**config.mk**
```make
export PLATFORM = sky130hd
export DESIGN_NAME = bht_gshare
export DESIGN_NICKNAME = d
export VERILOG_FILES = /design/src/rtl/bht_gshare_pkg.sv /design/src/rtl/bht_gshare_sat_next.sv /design/src/rtl/bht_gshare.sv
export SDC_FILE = /design/constraint.sdc
export NUM_CORES = 1
export LEC_CHECK = 0
export ABC_CLOCK_PERIOD_IN_PS = 4300
export CAP_MARGIN = 20
export CORE_ASPECT_RATIO = 0.6
export CORE_MARGIN = 1
export CORE_UTILIZATION = 45
export CTS_CLUSTER_DIAMETER = 30
export CTS_CLUSTER_SIZE = 16
export DETAILED_ROUTE_END_ITERATION = 10
export PLACE_DENSITY = 0.63
export SLEW_MARGIN = 0
export SYNTH_ARGS = -nofsm -noshare
export SYNTH_HDL_FRONTEND = slang
export SYNTH_SLANG_ARGS = --single-unit
```
**constraint.sdc**
```tcl
create_clock -name clk -period 4.3 [get_ports clk]
set_input_delay 0.43 -clock clk [delete_from_list [all_inputs] [get_ports clk]]
set_output_delay 0.43 -clock clk [all_outputs]
set_load 0.05 [all_outputs]
```
**src/rtl/bht_gshare_pkg.sv**
```systemverilog
// rtl/bht_gshare_pkg.sv - shared defaults, state encoding and counter constants for gshare predictors
package bht_gshare_pkg;

  localparam int DEF_IDX_W  = 6;
  localparam int DEF_CW     = 2;
  localparam int DEF_HIST_W = 4;

  typedef enum logic {
    ST_INIT = 1'b0,
    ST_RUN  = 1'b1
  } state_t;

  // Weakly-not-taken: the value just below the taken threshold.
  function automatic int weak_nt(input int cw);
    return (1 << (cw - 1)) - 1;
  endfunction

  function automatic int sat_max(input int cw);
    return (1 << cw) - 1;
  endfunction

endpackage

```
**src/rtl/bht_gshare_sat_next.sv**
```systemverilog
// rtl/bht_gshare_sat_next.sv - pure saturating counter step, shared by table-based predictors
module bht_gshare_sat_next
  import bht_gshare_pkg::*;
#(
  parameter int CW = DEF_CW
) (
  input  logic [CW-1:0] i_cur,
  input  logic          i_taken,
  output logic [CW-1:0] o_next
);

  localparam logic [CW-1:0] SAT_MAX = CW'(sat_max(CW));

  // Saturation is tested before the add/sub so the result never wraps.
  always_comb begin
    o_next = i_cur;
    if (i_taken) begin
      if (i_cur != SAT_MAX) o_next = i_cur + 1'b1;
    end else begin
      if (i_cur != '0) o_next = i_cur - 1'b1;
    end
  end

endmodule

```
**src/rtl/bht_gshare.sv**
```systemverilog
// rtl/bht_gshare.sv - gshare branch history table: counters indexed by PC XOR global history
module bht_gshare
  import bht_gshare_pkg::*;
#(
  parameter int IDX_W  = DEF_IDX_W,
  parameter int CW     = DEF_CW,
  parameter int HIST_W = DEF_HIST_W
) (
  input  logic             clk,
  input  logic             reset,
  output logic             ready,
  input  logic             lookup_valid,
  input  logic [31:0]      lookup_pc,
  output logic             pred_valid,
  output logic             pred_taken,
  output logic [IDX_W-1:0] pred_idx,
  input  logic             upd_valid,
  input  logic [IDX_W-1:0] upd_idx,
  input  logic             upd_taken
);

  localparam int               DEPTH    = 1 << IDX_W;
  localparam logic [CW-1:0]    WEAK_NT  = CW'(weak_nt(CW));
  localparam logic [IDX_W-1:0] LAST_IDX = IDX_W'(DEPTH - 1);

  state_t            r_state;
  state_t            w_state_next;
  logic [IDX_W-1:0]  r_init_ptr;
  logic [HIST_W-1:0] r_ghr;
  logic [CW-1:0]     r_table [DEPTH];

  logic [IDX_W-1:0]  w_idx;
  logic [CW-1:0]     w_upd_next;
  logic              w_we;
  logic [IDX_W-1:0]  w_waddr;
  logic [CW-1:0]     w_wdata;
  logic              w_run_lookup;
  logic              w_unused_pc;

  assign w_unused_pc  = ^{lookup_pc[31:IDX_W+2], lookup_pc[1:0]};
  assign w_idx        = lookup_pc[IDX_W+1:2] ^ IDX_W'(r_ghr);
  assign ready        = (r_state == ST_RUN);
  assign w_run_lookup = ready & lookup_valid;

  bht_gshare_sat_next #(.CW(CW)) u_sat_next (
    .i_cur   (r_table[upd_idx]),
    .i_taken (upd_taken),
    .o_next  (w_upd_next)
  );

  // Single write port: INIT sweep owns it until the table is filled, then training does.
  always_comb begin
    w_state_next = r_state;
    w_we         = 1'b0;
    w_waddr      = upd_idx;
    w_wdata      = w_upd_next;
    case (r_state)
      ST_INIT: begin
        w_we    = 1'b1;
        w_waddr = r_init_ptr;
        w_wdata = WEAK_NT;
        if (r_init_ptr == LAST_IDX) w_state_next = ST_RUN;
      end
      ST_RUN: w_we = upd_valid;
      default: w_state_next = ST_INIT;
    endcase
  end

  always_ff @(posedge clk) begin
    if (reset) r_state <= ST_INIT;
    else       r_state <= w_state_next;
  end

  always_ff @(posedge clk) begin
    if (reset) begin
      r_init_ptr <= '0;
      r_ghr      <= '0;
      pred_valid <= 1'b0;
      pred_taken <= 1'b0;
      pred_idx   <= '0;
    end else begin
      pred_valid <= w_run_lookup;
      if (r_state == ST_INIT) r_init_ptr <= r_init_ptr + 1'b1;
      if (w_run_lookup) begin
        pred_taken <= r_table[w_idx][CW-1];
        pred_idx   <= w_idx;
      end
      if (ready && upd_valid) r_ghr <= (r_ghr << 1) | HIST_W'(upd_taken);
    end
  end

  // Read-first: same-cycle lookups above see the value before this write lands.
  always_ff @(posedge clk) begin
    if (!reset && w_we) r_table[w_waddr] <= w_wdata;
  end

endmodule

```
Word-level counts from Yosys, hierarchy flattened. Memory sizes are Yosys's and may differ from the RTL's. A register that Yosys moved wholly into a read port is not among the register bits. Index checks and enable logic that the tools add are counted.

Register bits after elaboration: 18. Bits in writable memories: 128. Input bits: 43. Output and inout bits: 9. Logic and storage cells: 29. Memories kept: 1.

Memories: r_table (depth 64, width 2, read ports 2, clocked after memory_dff 1, wr ports 1, RTL line bht_gshare.sv:30) `logic [CW-1:0] r_table [DEPTH];`.

Add/sub/neg operators: 3. Eq/ne operators: 2. Muxes and demuxes: 10. Bitwise gates (word level): 4. Reductions and logical operators: 4.

Operator list (count): two-way mux 2 bit (4); adder 6 x 1 -> 6 bit (second input constant) (1); == test 6 bit (second input constant) (1); two-way mux 6 bit (1); bitwise XOR 6 x 4 -> 6 bit (1); two-way mux 1 bit (4); bitwise OR 4 x 1 -> 4 bit (1); adder 2 x 1 -> 2 bit (second input constant) (1); logical AND 1 bit (2); inequality test 2 bit (second input constant) (1); case mux 1 bit (2 select lines) (1); nonzero test 2 bit (1); subtractor 2 x 1 -> 2 bit (second input constant) (1); AND 1 bit (1); zero test 1 bit (1); NOT 1 bit (1).

Depth between registers and ports, before layout.
Depth in word-level cells: 5. Depth in mapped cells: 9. Mapped depth without buffers: 6.

By module. A second synthesis with hierarchy kept.

Cell total of the unflattened synthesis: 456. Area, all modules: 6786.5 um2.

Modules (own cells, without submodules): bht_gshare (instances 1, cells each 453, area each 6760.2 um2, seq. area each 4224.1 um2); bht_gshare_sat_next (instances 1, cells each 3, area each 26.3 um2, seq. area each 0.0 um2).

Worst setup path before layout. Ideal clock, no wire load.

Path type: input port to flip-flop. Start point: in upd_idx[0]. End point: mem r_table[0][1] (netlist name) (data pin). Setup time: 0.542 ns. Arrival time: 3.669 ns. Required time: 3.758 ns. Setup slack: 0.089 ns. Cell stages on the path: 9. Path buffers: 3. Path through: buf_6 > buf_4 > buf_4 > mux2i_1 > a221oi_1 > o21ai_0 > a31oi_1 > nand3_1 > o211ai_1.

Longest elaborated chain between the ends: 5. Elaborated cells between the ends (all ways): 9. Those cells by class: add/sub: 2; eq/ne: 1; mux: 4; reduce/logical: 1; memory: 1.

Ends and longest elaborated chain: start: declaration (RTL line bht_gshare.sv:18) `input logic [IDX_W-1:0] upd_idx,`; memory read (64 x 2 bit) *; subtractor 2 x 1 -> 2 bit, or another cell as far along (RTL line bht_gshare_sat_next.sv:20) `if (i_cur != '0) o_next = i_cur - 1'b1;`; two-way mux 2 bit (on tied branches) (RTL line bht_gshare_sat_next.sv:20, bht_gshare_sat_next.sv:18); two-way mux 2 bit * (RTL line bht_gshare_sat_next.sv:17) `if (i_taken) begin`; two-way mux 2 bit * (RTL line bht_gshare.sv:57) `case (r_state)`; net w_wdata[1] (RTL line bht_gshare.sv:36) `logic [CW-1:0] w_wdata;`; end: declaration (RTL line bht_gshare.sv:30).

Mark *: on every way through the listed nets, which the timed path passes. The rest lies on a longest branch.

Final worst setup path.
Start point: in upd_idx[1]. End point: mem r_table[16][0] (netlist name) (data pin).

Same word-level chain as after synthesis.

==> Flow_metrics.wiki <==
{| class="wikitable"
! Metric !! Value
|-
| Critical hold path startpoint || pred_idx[5]
|-
| Worst hold-check slack || 466.5 ps
|-
| Inserted Clock Buffers || 17
|-
| Ant diodes || 0
|-
| Boundary pin count || 52
|-
| Final std cells w/o fill || 740
|-
| Total DRC errors in the routed layout || 0
|-
| Total Die Area || 15830 um^2
|-
| End of the worst hold path || pred_idx[5]
|-
| Leak Pwr || 0.002631 uW
|-
| Global-route usage over all layers || 23.01%
|-
| Post-synth EDFFs || 128
|-
| Final number of setup-violating endpoints || 0
|-
| Area fraction in compound gates after synthesis || 6.571%
|-
| Post-route setup TNS || 0 ps
|-
| Main combinational cell family by area after synthesis || multiplexers
|-
| Clock-pin slew on the worst setup and hold paths || 60 ps
|-
| Status || completed
|-
| Routed length on met3 || 2061 um
|-
| Per-cell routed wire length || 23.35 um
|-
| Drt first pass iters || 5
|-
| Setup bufs post-CTS || 0
|-
| Top cell type by total area after synthesis || sky130_fd_sc_hd__edfxtp_1
|-
| Flip-flop and latch count after synthesis || 147
|-
| Max Cap Viol || 0
|-
| Floorplan die width || 161.8 um
|-
| Nature of the critical path startpoint || primary input
|-
| Hold Vio Cnt, Final || 0
|-
| Data arrival time of the critical path || 3550 ps
|-
| Portion of synthesized cell area occupied by the leading cell type || 55.76%
|-
| Share of synthesized area spent on multiplexers || 17.55%
|-
| Worst IR Drop VDD || 0.2074 mV
|-
| Total count of max-transition violations in the final report || 0
|-
| Number of global-route vias before repair || 4393
|-
| Data required time of the worst path || 4520 ps
|-
| Starting Density || 46.83%
|-
| Adder and majority cell fraction of the synthesized area || 0.1815%
|-
| Hold crit path type || reg2reg
|-
| Number of buffers inserted by port buffering || 25
|-
| Final cycle utilization of the critical path || 77.32%
|-
| Share of synthesized area occupied by flip-flops and latches || 61.28%
|-
| Remaining antenna violation count || 0
|-
| Power after layout || 3209 uW
|-
| Post-layout nets || 573
|-
| First-pass GRT wire length || 26090 um
|-
| Growth of design area from synthesis to finish || 16.45%
|-
| Post-synthesis average cell area || 13.95 um^2
|-
| Wire length the detailed router placed on met1 || 7836 um
|-
| Kind of critical path || in2reg
|-
| Post-Synthesis Net Count || 538
|-
| Gr ovfl total || 0
|-
| TritonCTS clock tree || done
|-
| Number of cells on the worst hold path || 2
|-
| Fmax || 0.3008 GHz
|-
| CTS Buffer Depth || 2
|-
| Number of warnings printed during yosys synthesis || 0
|-
| Share of synthesized registers carrying an async set or reset || 0%
|-
| Number of DRC markers in iteration 0 || 600
|-
| Xor/xnor share of the synthesized area || 1.144%
|-
| Maximum number of pins on one net before global-route repair || 61
|-
| Worst r2r path cells || 7
|-
| Via-to-Cell Ratio || 6.080
|-
| Worst-Skew Late Latency || 420 ps
|-
| Power density normalized to cell area || 399.8 nW/um^2
|-
| Worst clock skew || 9.884 ps
|-
| Max FO, Critical Path || 54
|-
| CTS root buf || sky130_fd_sc_hd__clkbuf_16
|-
| HPWL reported at the end of detailed placement || 11870 um
|-
| Total via count in the routed design || 4499
|-
| Num rows || 34
|-
| Number of antenna violations at the first check in global routing || 0
|-
| Reg-to-reg slack, setup || 1200 ps
|-
| Rel. slew slack || 38.04%
|-
| Die H || 97.87 um
|-
| Top layer in use || met4
|-
| Type of element capturing the critical path || flop
|-
| Weighted congestion at the end of routability-driven global placement || 0.8723
|-
| Leading post-synthesis cells by cell area || sky130_fd_sc_hd__edfxtp_1 (56%), sky130_fd_sc_hd__mux4_2 (9.5%), sky130_fd_sc_hd__dfxtp_1 (5.5%), sky130_fd_sc_hd__nor2_1 (5.0%), sky130_fd_sc_hd__mux4_1 (4.6%)
|-
| Post-route minimum period || 3325 ps
|-
| FF-to-FF End || r_table[16][0]
|-
| Startpoint of the worst-slack reg-to-reg timing path || r_table[50][0]
|-
| Hold buffers post-CTS || 0
|-
| Total placed cells including tap cells || 708
|-
| Basic-gate share of the synthesized area counting and, or, nand and nor cells || 11.15%
|-
| Dominant cell by count in the synthesized netlist || sky130_fd_sc_hd__edfxtp_1
|-
| Sum of met2 wire segment lengths after detailed routing || 7207 um
|-
| Share of cells above drive strength 1 || 15.31%
|-
| Post-synthesis instance area || 6893 um^2
|-
| Number of standard cells after synthesis || 494
|-
| H-tree depth || 4
|-
| Library cells used by synthesis || 51
|-
| Fillers || 1203
|-
| Measured slew at the worst slew-check pin || 928.2 ps
|-
| Main synth FF type || sky130_fd_sc_hd__edfxtp_1
|-
| Setup repair after global routing missed its margin || false
|-
| Post-CTS sizing || 0
|-
| Total number of clock tree sinks || 147
|-
| Cell types with the highest counts after synthesis || sky130_fd_sc_hd__edfxtp_1 (128), sky130_fd_sc_hd__nor2_1 (91), sky130_fd_sc_hd__nand2_1 (35)
|-
| Core footprint || 14720 um^2
|-
| Drt total wl || 17280 um
|}
-- final cells by class --
cell class,instances,area (um^2),share of cell area [%]
inverters,5,18.77,0.2338
well taps,198,247.7,3.087
clock buffers,19,432.9,5.394
multi-input cells,316,2545,31.71
repair buffers,42,410.4,5.113
clock inverters,13,147.6,1.839
flip-flops and latches,147,4224,52.63
-- sequential cells by signal, indices dropped and copies added (netlist names) --
register    count
r_table       128
pred_idx        6
r_init_ptr      6
r_ghr           4
pred_taken      1
pred_valid      1
ready           1
-- cells by family (layout without fill, tap and decap cells) --
group / count (synthesis) / after routing
DFF: 147 / 147
adders and majority gates: 1 / 1
xor gates and xnor gates: 9 / 9
AOI/OAI and AO/OA: 65 / 65
buffers and inverters: 31 / 79
and+or+nand+nor: 176 / 176
muxes: 65 / 65
-- stage by stage --
stage	utilization, %	area [um^2]	worst slack [ps]
final	54.53	8026	975.1
after floorplan	-	6893	89.30
after detailed placement	50.59	7446	560.3
after global routing	54.53	8026	789.1
after CTS	54.53	8026	993.2
after global placement	50.59	7446	612.5
-- worst max path at each step --
| stage | start | end | slack, ps | cells after the start |
|---|---|---|---|---|
| final | upd_idx[1] | r_table[16][0] | 980 | 9 |
| after global routing | upd_idx[3] | r_table[16][0] | 790 | 8 |
| after CTS | upd_idx[1] | r_table[52][0] | 990 | 9 |
| after detailed placement | upd_idx[1] | r_table[49][0] | 560 | 9 |
| after global placement | upd_idx[1] | r_table[48][0] | 610 | 9 |
| after floorplan | upd_idx[0] | r_table[0][1] | 90 | 9 |
-- layout by cell type, fill, tap and decap left out, types with 3 or more instances in the layout --
| master | Yosys | layout |
|---|---|---|
| sky130_fd_sc_hd__dfxtp_1 | 19 | 19 |
| sky130_fd_sc_hd__mux4_1 | 12 | 12 |
| sky130_fd_sc_hd__clkinv_4 | 0 | 3 |
| sky130_fd_sc_hd__a221oi_1 | 8 | 8 |
| sky130_fd_sc_hd__o21a_1 | 5 | 5 |
| sky130_fd_sc_hd__mux4_2 | 29 | 29 |
| sky130_fd_sc_hd__a22oi_1 | 5 | 5 |
| sky130_fd_sc_hd__nor2b_1 | 7 | 7 |
| sky130_fd_sc_hd__buf_4 | 3 | 14 |
| sky130_fd_sc_hd__a21oi_1 | 11 | 11 |
| sky130_fd_sc_hd__a31oi_1 | 4 | 4 |
| sky130_fd_sc_hd__mux2i_1 | 23 | 23 |
| sky130_fd_sc_hd__or3_1 | 3 | 3 |
| sky130_fd_sc_hd__inv_6 | 0 | 5 |
| sky130_fd_sc_hd__clkbuf_16 | 0 | 17 |
| sky130_fd_sc_hd__inv_1 | 4 | 4 |
| sky130_fd_sc_hd__edfxtp_1 | 128 | 128 |
| sky130_fd_sc_hd__and3_1 | 3 | 3 |
| sky130_fd_sc_hd__clkdlybuf4s50_1 | 0 | 24 |
| sky130_fd_sc_hd__xor2_1 | 7 | 5 |
| sky130_fd_sc_hd__and2_1 | 5 | 5 |
| sky130_fd_sc_hd__nor3_1 | 9 | 9 |
| sky130_fd_sc_hd__o21ai_0 | 13 | 13 |
| sky130_fd_sc_hd__nand2_1 | 35 | 35 |
| sky130_fd_sc_hd__nand3_1 | 14 | 14 |
| sky130_fd_sc_hd__buf_12 | 0 | 3 |
| sky130_fd_sc_hd__nor2_1 | 91 | 91 |
-- metal layers --
metal	global-route usage (%)	up-vias
met1	34.24	2259
met4	6.821	0
met2	31.99	232
met5	0	-
met3	7.434	18
li1	-	1990
-- report_power, final --
| group | switching (uW) | leakage, uW | internal, uW | total [uW] |
|---|---|---|---|---|
| Clock | 598 | 0.000283 | 864 | 1460 |
| Sequential | 7.22 | 0.00132 | 1530 | 1540 |
| Combinational | 119 | 0.00103 | 87.6 | 207 |
-- critical path, stage by stage --
cell,delay [ps]
sky130_fd_sc_hd__clkdlybuf4s50_1,510
sky130_fd_sc_hd__buf_12,220
sky130_fd_sc_hd__mux4_1,340
sky130_fd_sc_hd__mux4_2,500
sky130_fd_sc_hd__or3b_1,400
sky130_fd_sc_hd__nand3_2,100
sky130_fd_sc_hd__a21oi_1,80
sky130_fd_sc_hd__a211oi_4,580
sky130_fd_sc_hd__buf_12,280
No activity file was read; power rests on OpenSTA's default activity.
